`src/rtl/multi_rate_tick_gen.sv`:
```
// rtl/multi_rate_tick_gen.sv - multi-channel programmable tick and square-wave generator
// Define TICKGEN_CASCADE_EN to let channel i>0 count tick[i-1] instead of the timebase.
module multi_rate_tick_gen #(
  parameter int NUM_CH  = 6,
  parameter int CNT_W   = 32,
  parameter int DEF_DIV = 20000000
) (
  input  logic              clk,
  input  logic              reset,
  input  logic [NUM_CH-1:0] ch_en,
  input  logic              sync_clear,
  input  logic              cfg_we,
  input  logic [3:0]        cfg_ch,
  input  logic [CNT_W-1:0]  cfg_div,
  input  logic              cfg_casc,
  output logic [NUM_CH-1:0] tick,
  output logic [NUM_CH-1:0] sq,
  output logic              cfg_err
);

  localparam logic [CNT_W-1:0] DEF_DIV_C = CNT_W'(DEF_DIV);
  localparam logic [CNT_W-1:0] ONE_C     = CNT_W'(1);
  localparam logic [4:0]       NUM_CH_C  = 5'(NUM_CH);

  logic [NUM_CH-1:0][CNT_W-1:0] div_q, div_d;
  logic [NUM_CH-1:0][CNT_W-1:0] cnt_q, cnt_d;
  logic [NUM_CH-1:0]            tick_q, tick_d;
  logic [NUM_CH-1:0]            sq_q, sq_d;
  logic [NUM_CH-1:0]            src_ev;
  logic [NUM_CH-1:0]            wr_sel;
  logic                         cfg_hit;
  logic                         cfg_err_q, cfg_err_d;

  // Out-of-range channel writes are dropped and only flagged.
  assign cfg_hit   = cfg_we && ({1'b0, cfg_ch} < NUM_CH_C);
  assign cfg_err_d = cfg_we && !cfg_hit;

  always_comb begin
    wr_sel = '0;
    for (int i = 0; i < NUM_CH; i++) begin
      wr_sel[i] = cfg_hit && (cfg_ch == 4'(i));
    end
  end

`ifdef TICKGEN_CASCADE_EN
  logic [NUM_CH-1:0] casc_q, casc_d;
  logic              unused_casc0;

  // Channel 0 has no upstream tick, so its cascade bit is stored but never used.
  assign unused_casc0 = casc_q[0];

  always_comb begin
    casc_d = casc_q;
    src_ev = ch_en;
    for (int i = 0; i < NUM_CH; i++) begin
      if (wr_sel[i]) casc_d[i] = cfg_casc;
    end
    for (int i = 1; i < NUM_CH; i++) begin
      if (casc_q[i]) src_ev[i] = ch_en[i] && tick_q[i-1];
    end
  end

  always_ff @(posedge clk or posedge reset) begin
    if (reset) begin
      casc_q <= '0;
    end else begin
      casc_q <= casc_d;
    end
  end
`else
  logic unused_casc;

  assign unused_casc = cfg_casc;
  assign src_ev      = ch_en;
`endif

  always_comb begin
    div_d  = div_q;
    cnt_d  = cnt_q;
    tick_d = '0;
    sq_d   = sq_q;
    for (int i = 0; i < NUM_CH; i++) begin
      if (wr_sel[i]) div_d[i] = cfg_div;
      if (sync_clear) begin
        cnt_d[i] = '0;
        sq_d[i]  = 1'b0;
      end else if (wr_sel[i]) begin
        cnt_d[i] = '0;
      end else if (src_ev[i] && (div_q[i] != '0)) begin
        // >= keeps the counter bounded even if it were ever above div-1.
        if (cnt_q[i] >= (div_q[i] - ONE_C)) begin
          cnt_d[i]  = '0;
          tick_d[i] = 1'b1;
          sq_d[i]   = ~sq_q[i];
        end else begin
          cnt_d[i] = cnt_q[i] + ONE_C;
        end
      end
    end
  end

  always_ff @(posedge clk or posedge reset) begin
    if (reset) begin
      div_q     <= {NUM_CH{DEF_DIV_C}};
      cnt_q     <= '0;
      tick_q    <= '0;
      sq_q      <= '0;
      cfg_err_q <= 1'b0;
    end else begin
      div_q     <= div_d;
      cnt_q     <= cnt_d;
      tick_q    <= tick_d;
      sq_q      <= sq_d;
      cfg_err_q <= cfg_err_d;
    end
  end

  assign tick    = tick_q;
  assign sq      = sq_q;
  assign cfg_err = cfg_err_q;

endmodule

```
`config.mk`:
```
export PLATFORM = sky130hd
export DESIGN_NAME = multi_rate_tick_gen
export DESIGN_NICKNAME = d
export VERILOG_FILES = /design/src/rtl/multi_rate_tick_gen.sv
export SDC_FILE = /design/constraint.sdc
export NUM_CORES = 1
export LEC_CHECK = 0
export ABC_AREA = 1
export CAP_MARGIN = 30
export CORE_MARGIN = 1
export CORE_UTILIZATION = 51
export CTS_CLUSTER_DIAMETER = 50
export DETAILED_ROUTE_END_ITERATION = 16
export PLACE_DENSITY = 0.7
export SYNTH_ARGS = -nofsm -noshare
export SYNTH_HDL_FRONTEND = slang
export SYNTH_SLANG_ARGS = --single-unit
```
`constraint.sdc`:
```
create_clock -name clk -period 21.9 [get_ports clk]
set_input_delay 4.38 -clock clk [delete_from_list [all_inputs] [get_ports clk]]
set_output_delay 4.38 -clock clk [all_outputs]
set_load 0.01 [all_outputs]
```
==> results by stage <==
Critical path:
- Counting cells, the worst reg-to-reg path comes to 20.
- The slowest stage of the critical path is the sky130_fd_sc_hd__buf_4 cell.
- The top cell family by delay on the critical path is buffers and inverters.
- The startpoint identified for the worst register-to-register timing path is div_q[128].
- The worst setup path is launched from an input pin.
- The worst setup path is captured at an asynchronous set/reset pin.
- STA puts the critical path data required time at 22.54 ns.
- Along the worst path, the maximum fanout reaches 167.
- By startpoint and endpoint, the worst setup path is classified as input pin to asynchronous set/reset pin.
- Data arrives at the worst endpoint at 7.96 ns.
- The total stage count of the critical path is 5.
- The worst register-to-register path has a setup slack of 17.56 ns.
- In this design, the critical path's most frequently occurring cell is sky130_fd_sc_hd__buf_4.
- Traced cell by cell, the critical path runs through clkdlybuf4s50_1 > inv_8 > buf_12 > buf_4 > buf_4.
- The number of buffers and inverters on the critical path is 5.
- The largest incremental delay on the critical path is 0.83 ns.
- The worst register-to-register path ends at cnt_q[133].

STA:
- In the final timing run, aggregate negative setup slack is 0 ns.
- The clock skew is 0.0254 ns.
- The period utilization is 33.4%.
- Setup repair after global routing left no endpoint under its margin.
- The count of final hold-check violations came to 0.
- The fmax is 0.137 GHz.
- The smallest clock period supported by the final layout is computed as 7.32 ns.
- The count of final setup violators is 0.
- The final number of max-transition violations is 0.
- The post-layout worst setup margin is 14.58 ns.
- For the pin with the worst max-slew slack, the measured transition is 0.978 ns.
- In this run the tightest slew margin relative to its limit is between 30% and 40%.

Run:
- The max capacitance violation total is 0.

Layout:
- The final layout contains 4,291 nets.
- Leaving out fill and tap cells, the most frequent cell in the layout is sky130_fd_sc_hd__nand2_1.
- Once layout is done, the placed cells without fillers occupy 32,000 um^2.
- The filler cells instantiated in the layout total 5,277.
- In the layout the commonest cells are 975 x sky130_fd_sc_hd__nand2_1, 511 x sky130_fd_sc_hd__inv_1, 510 x sky130_fd_sc_hd__nor2_1, 349 x sky130_fd_sc_hd__dfrtp_1, 291 x sky130_fd_sc_hd__o21ai_0.
- The share of post-route cells with drive strength above 1 is 7.10%.
- The antenna cell count is 0.
- From synthesis to final layout, the design area changed by 11.7%.

Die:
- The number of placement rows is 86.
- The number of top-level pins is 60.
- The die is 239 um tall.
- In this run the horizontal extent of the chip is between 200 and 250 um.
- The floorplan step defined a die boundary enclosing around 57,000 um^2.
- The starting density of the core is 51.9%.
- The area inside the core boundary is 55,300 um^2.

Detailed routing:
- Dividing the detail-routed wire length by the instance count gives 15.9 um.
- The sum of routed wire length over all layers is 76,700 um.
- For this run, the detailed router's first-pass iteration total came to 6.
- In this run the remaining antenna-violating nets after routing total 0.
- For this run, design rule violations remaining after detail routing come to 0.
- Using the TritonRoute via totals, the vias-per-cell ratio works out to 5.28.
- The total number of vias is roughly 26,000.
- After the first detailed-routing iteration, the DRC count stood at 1,859.

Synthesis:
- Counting flops with an async set or reset pin after synthesis yields a share of 100%.
- The mean post-synth cell area is roughly 7.2 um^2.
- The share of the Yosys chip area taken by registers is 34.8%.
- The post-synthesis instance area is 28,700 um^2.
- Of all cell types, the one taking the most synthesized area is sky130_fd_sc_hd__dfrtp_1.
- In this run, synthesis inferred 0 flip-flops with an integrated enable.
- Counting every net in the synthesized netlist gives 4,231.
- The number of synthesized register bits is 397.
- After synthesis, the cell types taking the most area are sky130_fd_sc_hd__dfrtp_1 30%, sky130_fd_sc_hd__nand2_1 13%, sky130_fd_sc_hd__ha_1 9.2%, sky130_fd_sc_hd__inv_1 6.7%, sky130_fd_sc_hd__nor2_1 6.7%.
- The fraction of synthesized cell area taken by the top area cell type is 30.4%.
- Counting distinct cell types in the post-synthesis netlist gives 62.
- The dominant register cell in the synthesized netlist is sky130_fd_sc_hd__dfrtp_1.
- Synthesis produced 3,974 cells.
- The total of warnings raised by yosys is 0.

Clock tree:
- The deepest clock path buffer count is 3.
- The latest clock arrival within the worst-skew pair is 0.65 ns.
- The clock drives between 300 and 400 sinks.
- The total of cells resized after clock tree synthesis is 0.
- The root buffer cell is sky130_fd_sc_hd__clkbuf_16.
- Post-CTS timing repair inserted 0 buffers for setup.
- The clock tree from TritonCTS is built.
- In this run, post-CTS hold repair placed 0 buffers.
- The number of buffers added by the clock tree synthesis step is 60.
- The H-tree was split into 2 levels.
- The clock-pin transition on the worst setup and hold timing paths is about 0.060 ns.

Worst hold path:
- The cell depth of the worst hold path is 2.
- The startpoint of the tightest hold check path is div_q[24].
- The path class of the tightest hold or removal check is flop to flop.
- For hold timing, the worst endpoint is div_q[24].

Placement:
- The congestion estimate from routability-driven global placement came to a little over 0.9.
- The pre-CTS setup slack is about 14 ns.
- After detailed placement, the total cell area comes to 29,900 um^2.
- The placed wire-length estimate after detailed placement is 56,900 um.
- The number of input and output port buffers inserted is 58.

Global routing:
- The via count of the first global-routing pass is 24,200.
- Entering global routing, the biggest net connects 168 pins.
- The initial antenna violation count is 1.
- For this run the aggregate overflow at the end of global routing stands at 0.
- The first global-routing pass estimated 125,000 um of wire.
- The global-route usage over all layers is 27.6%.

Power and ir drop:
- The total power per unit cell area is 73.9 nW/um^2.
- The worst-case IR drop observed on VDD is roughly 0.000074 V.
- The leakage power is about 15 nW.

Status:
- The run finished with clean final reports.
[synthesized netlist by cell type (8+ instances only)]
| master | instances |
|---|---|
| sky130_fd_sc_hd__and3_1 | 8 |
| sky130_fd_sc_hd__nor2_4 | 9 |
| sky130_fd_sc_hd__nand2_1 | 976 |
| sky130_fd_sc_hd__inv_1 | 512 |
| sky130_fd_sc_hd__xor2_1 | 208 |
| sky130_fd_sc_hd__nor2_1 | 510 |
| sky130_fd_sc_hd__dfrtp_1 | 349 |
| sky130_fd_sc_hd__ha_1 | 210 |
| sky130_fd_sc_hd__nor4_1 | 21 |
| sky130_fd_sc_hd__nor3_1 | 92 |
| sky130_fd_sc_hd__a21oi_1 | 131 |
| sky130_fd_sc_hd__or2_2 | 8 |
| sky130_fd_sc_hd__nor3_2 | 11 |
| sky130_fd_sc_hd__o22ai_1 | 17 |
| sky130_fd_sc_hd__nand4_1 | 101 |
| sky130_fd_sc_hd__nand3_1 | 201 |
| sky130_fd_sc_hd__buf_6 | 9 |
| sky130_fd_sc_hd__nand2_2 | 11 |
| sky130_fd_sc_hd__o21ai_0 | 291 |
| sky130_fd_sc_hd__clkbuf_1 | 27 |
| sky130_fd_sc_hd__buf_2 | 24 |
| sky130_fd_sc_hd__nor2_2 | 36 |
| sky130_fd_sc_hd__xnor2_1 | 44 |
| sky130_fd_sc_hd__o21ai_1 | 15 |
| sky130_fd_sc_hd__inv_2 | 11 |
| sky130_fd_sc_hd__dfstp_2 | 48 |
[stage by stage]
step / total power [W] / hold WS, ns / util [%] / cells
5_1_grt: 0.00250 / 0.536 / 57.9 / 4834
3_5_place_dp: 0.00138 / 0.505 / 54.1 / 4720
2_1_floorplan: 0.00125 / 0.475 / - / 3974
3_3_place_gp: 0.00137 / 0.497 / 54.1 / 4719
4_1_cts: 0.00239 / 0.519 / 57.9 / 4834
6_report: 0.00237 / 0.515 / 57.9 / 4834
[cell families (layout without fill, tap and decap cells)]
family / Yosys count / count (layout) / share of synthesized area, %
compound gates: 493 / 493 / 9.13
xor+xnor: 252 / 252 / 7.69
fa+ha+maj: 210 / 210 / 9.16
buf+inv: 597 / 709 / 8.24
flops: 397 / 397 / 34.8
simple gates: 2025 / 2025 / 30.9
[registers in the layout, indices dropped and copies added, names as in the netlist]
register	flops
div_q	192
cnt_q	192
tick	6
cfg_err	1
sq	6
[report_power, final]
group | leakage (nW) | internal, W | switching (W)
logic | 9.18 | 0.000167 | 0.000296
registers | 5.08 | 0.000826 | 0.0000853
clock network | 1.01 | 0.000581 | 0.000414
[final cells by class]
type                       instances  area [um^2]  share of cell area (%)
multi-input combinational       2980        16300                    51.0
clock inverter                    46          528                    1.65
inverter                         526         1980                    6.19
timing repair buffer              69          691                    2.16
clock buffer                      68         1560                    4.87
tap                              748          936                    2.92
sequential                       397         9990                    31.2
[per-layer routing]
layer  vias to the layer above  global-route usage (%)  share of wire [%]
li1                      13000                       -                  -
met1                     11800                    38.0                 46
met2                       599                    45.3                 46
met3                       130                    3.25                5.2
met4                         2                    8.20                2.7
met5                         -                       0              0.025
[worst max-delay path by stage]
stage | start | slack, ns | to
after floorplan | reset | 6.56 | cfg_err
after global placement | reset | 13.77 | cnt_q[27]
after detailed placement | reset | 13.75 | cnt_q[27]
after CTS | reset | 14.44 | cnt_q[27]
after global routing | reset | 14.01 | cnt_q[27]
final | reset | 14.58 | cnt_q[27]
[tightest hold or removal path, cell delays in order (launching register included)]
cell and delay, ns:
sky130_fd_sc_hd__dfstp_2 0.38, sky130_fd_sc_hd__inv_1 0.05, sky130_fd_sc_hd__o21ai_0 0.07
No activity file was read; power rests on OpenSTA's default activity.
